## src/rtl/life_pkg.sv

```systemverilog
// rtl/life_pkg.sv - shared Life cell state encoding and frame capture FSM types
package life_pkg;

    // Cycles per generation, fixed by the cell's load + 7-step evaluate sequence.
    localparam int GEN_PERIOD = 7;

    // Cell sequencing states; identical encoding to the cell so trackers can mirror it.
    typedef enum logic [2:0] {
        LIFE_LOAD = 3'b000,
        LIFE_S1   = 3'b001,
        LIFE_S2   = 3'b010,
        LIFE_S3   = 3'b011,
        LIFE_S4   = 3'b100,
        LIFE_S5   = 3'b101,
        LIFE_S6   = 3'b110,
        LIFE_S7   = 3'b111
    } life_state_t;

    // Output streaming FSM.
    typedef enum logic {
        IDLE = 1'b0,
        SEND = 1'b1
    } cap_fsm_t;

    // Successor of a cell state: LOAD leaves once, then the loop wraps from last_phase to S1.
    function automatic life_state_t life_next_state(input life_state_t cur,
                                                    input logic [2:0]  last_phase);
        logic [2:0] nxt;
        if ((cur == LIFE_LOAD) || (cur == last_phase)) begin
            return LIFE_S1;
        end
        nxt = cur + 3'd1;
        return life_state_t'(nxt);
    endfunction

endpackage

```

## src/rtl/life_phase_tracker.sv

```systemverilog
// rtl/life_phase_tracker.sv - mirrors the cell state sequence and strobes the capture phase
module life_phase_tracker #(
    parameter int GEN_PERIOD = life_pkg::GEN_PERIOD
) (
    input  logic clk,
    input  logic nrst,
    output logic cap_stb_o
);

    import life_pkg::life_state_t;
    import life_pkg::LIFE_LOAD;
    import life_pkg::LIFE_S1;
    import life_pkg::life_next_state;

    localparam logic [2:0] LAST_PHASE = 3'(GEN_PERIOD);

    life_state_t mirror_q;
    life_state_t mirror_d;

    // Advance the mirror exactly as the cells advance their own state.
    always_comb begin
        mirror_d = life_next_state(mirror_q, LAST_PHASE);
    end

    // Mirror register; shares the cells' reset so both leave LOAD on the same edge.
    always_ff @(posedge clk) begin
        if (!nrst) begin
            mirror_q <= LIFE_LOAD;
        end else begin
            mirror_q <= mirror_d;
        end
    end

    // Phase 1 is the first state after the cells have settled a new generation.
    assign cap_stb_o = (mirror_q == LIFE_S1);

endmodule

```

## src/rtl/life_frame_capture.sv

```systemverilog
// rtl/life_frame_capture.sv - snapshots the Life array once per generation and streams it by row
module life_frame_capture #(
    parameter  int WIDTH      = 8,
    parameter  int HEIGHT     = 6,
    parameter  int GEN_PERIOD = life_pkg::GEN_PERIOD,
    localparam int ROW_W      = (HEIGHT > 1) ? $clog2(HEIGHT) : 1
) (
    input  logic                    clk,
    input  logic                    nrst,
    input  logic [WIDTH*HEIGHT-1:0] alive,
    input  logic                    frame_en,
    input  logic                    ovr_clr,
    output logic                    out_valid,
    input  logic                    out_ready,
    output logic [WIDTH-1:0]        out_data,
    output logic [ROW_W-1:0]        out_row,
    output logic                    out_last,
    output logic [15:0]             out_gen,
    output logic [15:0]             gen_count,
    output logic                    overrun
);

    import life_pkg::cap_fsm_t;
    import life_pkg::IDLE;
    import life_pkg::SEND;

    localparam logic [ROW_W-1:0] LAST_ROW = ROW_W'(HEIGHT - 1);

    cap_fsm_t                     state_q, state_d;
    logic [HEIGHT-1:0][WIDTH-1:0] snap_q, snap_d;
    logic [ROW_W-1:0]             row_q, row_d;
    logic [15:0]                  out_gen_q, out_gen_d;
    logic [15:0]                  gen_count_q, gen_count_d;
    logic                         overrun_q, overrun_d;

    logic cap_stb;
    logic capture_req;
    logic xfer;
    logic last_xfer;
    logic load_frame;
    logic drop_frame;

    life_phase_tracker #(
        .GEN_PERIOD (GEN_PERIOD)
    ) u_phase (
        .clk       (clk),
        .nrst      (nrst),
        .cap_stb_o (cap_stb)
    );

    // A beat is only on offer in SEND, so the handshake is derived from state directly.
    assign capture_req = cap_stb & frame_en;
    assign xfer        = (state_q == SEND) & out_ready;
    assign last_xfer   = xfer & (row_q == LAST_ROW);

    // FSM state register.
    always_ff @(posedge clk) begin
        if (!nrst) begin
            state_q <= IDLE;
        end else begin
            state_q <= state_d;
        end
    end

    // FSM next state: a capture coinciding with the last beat keeps us in SEND.
    always_comb begin
        state_d = state_q;
        case (state_q)
            IDLE:    if (capture_req) state_d = SEND;
            SEND:    if (last_xfer && !capture_req) state_d = IDLE;
            default: state_d = IDLE;
        endcase
    end

    // FSM outputs: beat valid, accept a new frame, or drop a capture as an overrun.
    always_comb begin
        out_valid  = 1'b0;
        load_frame = 1'b0;
        drop_frame = 1'b0;
        case (state_q)
            IDLE: begin
                load_frame = capture_req;
            end
            SEND: begin
                out_valid  = 1'b1;
                load_frame = capture_req & last_xfer;
                drop_frame = capture_req & ~last_xfer;
            end
            default: begin
                out_valid = 1'b0;
            end
        endcase
    end

    // Datapath next state: snapshot, row pointer, frame tag, generation and overrun.
    always_comb begin
        snap_d      = snap_q;
        row_d       = row_q;
        out_gen_d   = out_gen_q;
        gen_count_d = cap_stb ? (gen_count_q + 16'd1) : gen_count_q;
        overrun_d   = overrun_q;

        if (load_frame) begin
            snap_d    = alive;
            row_d     = '0;
            out_gen_d = gen_count_q;
        end else if (last_xfer) begin
            row_d = '0;
        end else if (xfer) begin
            row_d = row_q + ROW_W'(1);
        end

        // A dropped capture outranks a clear arriving on the same edge.
        if (drop_frame) begin
            overrun_d = 1'b1;
        end else if (ovr_clr) begin
            overrun_d = 1'b0;
        end
    end

    // Datapath registers.
    always_ff @(posedge clk) begin
        if (!nrst) begin
            snap_q      <= '0;
            row_q       <= '0;
            out_gen_q   <= '0;
            gen_count_q <= '0;
            overrun_q   <= 1'b0;
        end else begin
            snap_q      <= snap_d;
            row_q       <= row_d;
            out_gen_q   <= out_gen_d;
            gen_count_q <= gen_count_d;
            overrun_q   <= overrun_d;
        end
    end

    // Rows always come from the captured snapshot so live array updates never leak in.
    assign out_data  = snap_q[row_q];
    assign out_row   = row_q;
    assign out_last  = (state_q == SEND) & (row_q == LAST_ROW);
    assign out_gen   = out_gen_q;
    assign gen_count = gen_count_q;
    assign overrun   = overrun_q;

endmodule
```

## config.mk

```make
export PLATFORM = sky130hd
export DESIGN_NAME = life_frame_capture
export DESIGN_NICKNAME = d
export VERILOG_FILES = /design/src/rtl/life_pkg.sv /design/src/rtl/life_phase_tracker.sv /design/src/rtl/life_frame_capture.sv
export SDC_FILE = /design/constraint.sdc
export NUM_CORES = 1
export LEC_CHECK = 0
export CAP_MARGIN = 20
export CORE_MARGIN = 2
export CORE_UTILIZATION = 38
export CTS_CLUSTER_DIAMETER = 120
export DETAILED_ROUTE_END_ITERATION = 10
export PLACE_DENSITY = 0.68
export SKIP_LAST_GASP = 1
export SYNTH_ARGS = -nofsm -noshare
export SYNTH_HDL_FRONTEND = slang
export SYNTH_HIERARCHICAL = 1
export SYNTH_SLANG_ARGS = --single-unit
```

## constraint.sdc

```tcl
create_clock -name clk -period 1.75 [get_ports clk]
set_input_delay 0.2625 -clock clk [delete_from_list [all_inputs] [get_ports clk]]
set_output_delay 0.2625 -clock clk [all_outputs]
set_load 0.01 [all_outputs]
```

# Yosys cells after proc, flatten, opt, wreduce, memory -nomap -nowiden
# Cells that the tools add are included.
# totals
latchBits,0
input_bits,53
memories,0
reg_bits,88
rom_bits,0
ram_bits,0
wordCells,47
# op_classes
n_bitwise,9
n_mux,13
n_shift,0
n_reduce_logical,6
order_cmp,1
n_div,0
n_addsub,3
n_mul,0
n_eq_ne,3
# op_table
operator,count
8-bit binary-select mux with 3-bit select,1
"16-bit by 1-bit adder with 16-bit output, second input constant",1
8-bit two-way mux,1
1-bit two-way mux,7
"3-bit by 1-bit adder with 3-bit output, second input constant",2
1-bit AND,6
"3-bit equality test, second input constant",2
3-bit two-way mux,2
"3-bit by 4-bit less-than comparator with 1-bit output, second input constant",1
1-bit one-hot mux with 2 select lines,2
"3-bit by 1-bit equality test with 1-bit output, second input constant",1
3-bit zero test,1
1-bit NOT,3
3-bit OR reduction,1
2-bit nonzero test,1
1-bit logical AND,1
1-bit zero test,1
1-bit logical OR,1

# Depth between registers and ports, before layout
# depth
depth_word,6
ltp_mapped,10

# Modules after synthesis
# The synthesis kept the hierarchy.
# by_module_without_submodules
module,area_per_inst_um2,seq_area_each_um2,instances,cells_each
life_frame_capture,3533.4,1701.6,1,425
life_phase_tracker,158.9,60.1,1,15

# Least setup slack after synthesis
# OpenSTA, ideal clock, no wires.
# synth_timing
kind,register to register
startpoint,"register row_q[1], in the netlist out_row[1]"
endpoint,"register out_gen_q[0], in the netlist out_gen[0]"
arrival_ns,1.839
stages_incl_launch_ff,10
synth_period_minus_slack_ns,1.909
path_slack_ns,-0.159
cell_sequence,dfxtp_1 > clkbuf_1 > inv_1 > ha_1 > nand3_1 > a21o_1 > buf_4 > buf_2 > nand2_1 > a21oi_1
# synth_via
elab_chain_cells,4
# synth_lines
element,line_no,rtl
from (decl),life_frame_capture.sv:31,"logic [ROW_W-1:0] row_q, row_d;"
from (signal assigned),life_frame_capture.sv:131,row_q <= row_d;
3-bit equality test,life_frame_capture.sv:54,assign last_xfer = xfer & (row_q == LAST_ROW);
1-bit AND,life_frame_capture.sv:54,
1-bit AND,life_frame_capture.sv:86,load_frame = capture_req & last_xfer;
1-bit one-hot mux with 2 select lines,life_frame_capture.sv:80,case (state_q)
to (signal assigned),life_frame_capture.sv:132,out_gen_q <= out_gen_d;
to (decl),life_frame_capture.sv:32,"logic [15:0] out_gen_q, out_gen_d;"
# Every way passes these cells.
# A chain may end at the register's enable or synchronous reset.

# Worst setup path in the final report
# layout_timing
startpoint,"register row_q[0], in the netlist out_row[0]"
endpoint,output port out_data[1]
# layout_via
elab_chain_cells,2
# layout_lines
element,line_no,rtl
8-bit binary-select mux with 3-bit select,life_frame_capture.sv:139,assign out_data = snap_q[row_q];
8-bit two-way mux (not written as such),life_frame_capture.sv:139,
to (decl),life_frame_capture.sv:15,"output logic [WIDTH-1:0] out_data,"
# Every way passes these cells. The select of a mux whose other input is x is not followed.

==> impl_metrics.py <==
metrics = {
    "critical_path": {
        "crit_start": "out_row[0]",
        "path_buf_inv": 3,
        "reg2reg_depth": 7,
        "crit_fanout": 7,
        "cp_num_cells": 5,
        "arrival_ns": 1.69,
        "reg2reg_to": "snap_q[37]",
        "crit_type": "reg -> out",
        "slowest_stage": "mux4_2",
        "required_ns": 1.49,
        "cp_top_family": "multiplexers",
        "path_cells": "buf_8 -> mux4_2 -> inv_2 -> o22ai_1 -> buf_2",
        "worstSetupEndpoint": "out_data[1]",
        "cp-end-kind": "primary output",
        "slowest_delay_ns": 0.51,
        "critPathLaunchType": "flip-flop",
        "r2r_start": "out_row[0]",
        "rrSetupSlack_ns": 0.12,
    },
    "finish": {
        "drive_above_1_share": 0.123,
        "fin_area_sq_um": 5090,
        "antenna-diode-count": 0,
        "mostFrequentLayoutCells": "nand2_1 (140), clkdlybuf4s50_1 (87), dfxtp_1 (86), a21oi_1 (69), nor2_1 (15)",
        "mostFrequentLayoutCell": "nand2_1",
        "nets": 599,
        "final.fill_count": 869,
        "area_growth_pct": 38.0,
    },
    "global_route": {
        "grt_max_degree": 78,
        "grt_usage": 0.186,
        "antenna_found_initial": 0,
        "grt_pass1_wl_um": 15100,
        "gr-total-overflow": 0,
        "grt_pass1_vias": 3095,
    },
    "sta": {
        "period_minus_slack_ns": 1.95,
        "fin_skew_ns": 0.0138,
        "worstMarginPinSlew_ns": 0.330,
        "slew_headroom": 0.780,
        "rsz0062_at_grt": "yes",
        "finalCritPeriodShare": 1.11,
        "fmax_ghz": 0.513,
        "setup_tns_ns": -1.50,
        "final_hold_viol_count": 0,
        "setup-violations-final": 9,
        "fin_ws_ns": -0.199,
        "maxSlewViolCount": 0,
    },
    "floorplanning": {
        "die_h_um": 103,
        "fp.dieW_um": 103,
        "ioPinCount": 99,
        "placementRows": 35,
        "dieArea_sq_um": 10500,
        "core_area_sq_um": 9330,
        "initial_core_util": 0.396,
    },
    "routing": {
        "wl_per_cell_um": 14.1,
        "wl_um": 9530,
        "drtAntennaViolNets": 0,
        "dr.pass1.iters": 4,
        "drtIter0Drc": 222,
        "drc": 0,
        "via_count": 3290,
        "routed_via_density": 4.88,
    },
    "pwr": {
        "power.total_w": 0.00412,
        "p_leak_nw": 1.85,
        "peakVddDrop_v": 0.000346,
        "pwr_density_cell_nw_per_um2": 810,
    },
    "logic_synthesis": {
        "syn_area_sq_um": 3690,
        "ys.flop_type": "dfxtp_1",
        "postSynthAreaPerCell_sq_um": 8.39,
        "ys_types": 34,
        "synth-xor-area-share": 0.0237,
        "synth-seq-cells": 88,
        "synth_top_family_by_area": "simple AND/OR/NAND/NOR gates",
        "synth_compound_gate_area_share": 0.126,
        "synth_nets": 499,
        "synth-simple-area-share": 0.213,
        "yosys_warnings": 6,
        "synth_edf_count": 0,
        "synth_mux_area_frac": 0.0868,
        "synthAdderAreaFrac": 0.0203,
        "async_flop_share": 0,
        "synth-seq-area-share": 0.477,
        "synth_cells": 440,
    },
    "min_path": {
        "whs_path_depth": 3,
        "hp-class": "in -> reg",
    },
    "clock_tree": {
        "clock_sinks": 88,
        "numCtsBuffers": 9,
        "clock_path_buffers": 2,
        "clk_pin_slew_ns": 0.09,
        "cts_tree": "built",
        "htree_levels": 3,
        "insertion_delay_ns": 0.36,
        "cts_root_buf": "clkbuf_8",
        "cts_hold_buf": 0,
    },
    "placed_design": {
        "dpl.hpwl_um": 6930,
        "io_buffers": 98,
        "placed_area_sq_um": 4890,
        "finalWeightedCongestion": 0.846,
        "pre_cts_slack_ns": -0.176,
    },
    "run_status": {
        "outcome": "finished, violations left",
        "violations": "negative setup slack",
    },
    "run": {
        "maxCapViolCount": 0,
    },
}
[synthesized netlist by cell type (2+ instances only)]
cell / n / area (sq um)
o21ai_0: 2 / 10.0
mux4_2: 8 / 180
dfxtp_1: 88 / 1760
mux2i_1: 14 / 140
a21oi_1: 69 / 345
nand4_1: 7 / 43.8
buf_2: 8 / 40.0
o22ai_1: 9 / 56.3
clkbuf_1: 11 / 41.3
and3_1: 4 / 25.0
nand2b_1: 4 / 25.0
a211oi_1: 2 / 15.0
nand3_1: 5 / 25.0
buf_4: 8 / 60.1
nand2_1: 141 / 529
ha_1: 6 / 75.1
nor2_1: 15 / 56.3
xor2_1: 7 / 61.3
xnor2_1: 3 / 26.3
and4_1: 4 / 35.0
inv_1: 12 / 45.0
[state kept, by name (all words and copies together), names as in the netlist]
register / cells
out_gen: 16
u_phase/mirror_q: 3
out_row: 3
gen_count: 16
state_q: 1
snap_q: 48
overrun: 1
[metal layers]
metal / GRT usage / up-vias / wire [um]
li1: - / 1670 / -
met1: 0.265 / 1539 / 4610
met2: 0.283 / 74 / 4360
met3: 0.0366 / 7 / 468
met4: 0.0656 / 0 / 94
met5: 0 / - / 0
[worst min-delay path by stage]
stage,from,end,slack (ns)
finish,alive[46],snap_q[46],0.44
global route,alive[31],snap_q[31],0.45
CTS,alive[24],snap_q[24],0.43
detailed placement,out_gen[7],out_gen[7],0.45
global placement,snap_q[44],snap_q[44],0.44
floorplan,nrst,u_phase/mirror_q[2],0.38
[worst min-delay path: stages]
cell             delay [ns]
clkdlybuf4s50_1        0.39
nand2_1                0.06
a21oi_1                0.05
[timing repair]
action                                 CTS  global route
setup buffers                            1             0
setup endpoints to repair               11            50
pin swaps                                0             1
endpoints found under the hold margin    0             0
resized for setup                       43            11
[power by group]
part / total, W / internal, W / switching [W]
Sequential: 0.00214 / 0.00208 / 0.0000602
Clock: 0.00144 / 0.000706 / 0.000732
Combinational: 0.000547 / 0.000287 / 0.000260
Total: 0.00412 / 0.00307 / 0.00105
[cell families (layout without fill, tap and decap cells)]
group | after synthesis | after routing
buffers and inverters | 41 | 146
adder cells (fa/ha/maj) | 6 | 6
multiplexers | 22 | 22
XOR/XNOR | 10 | 10
AO/OA/AOI/OAI | 86 | 86
AND/OR/NAND/NOR | 187 | 187
flip-flops | 88 | 88
[metrics by stage]
stage	cells	hold WS (ns)	utilization
after floorplan	440	0.380	-
after global placement	657	0.442	0.524
after detailed placement	657	0.448	0.524
after CTS	674	0.430	0.543
after global routing	674	0.447	0.546
final	674	0.444	0.546
[layout make-up]
| cell class | instances | area (sq um) | share of cell area |
|---|---|---|---|
| sequential | 88 | 1760 | 0.346 |
| multi-input combinational | 311 | 1750 | 0.343 |
| timing repair buffer | 117 | 1170 | 0.230 |
| tap | 129 | 161 | 0.0317 |
| clock buffer | 10 | 138 | 0.0270 |
| clock inverter | 6 | 66.3 | 0.0130 |
| inverter | 13 | 48.8 | 0.00958 |
Power figures use the tool's default switching activity.
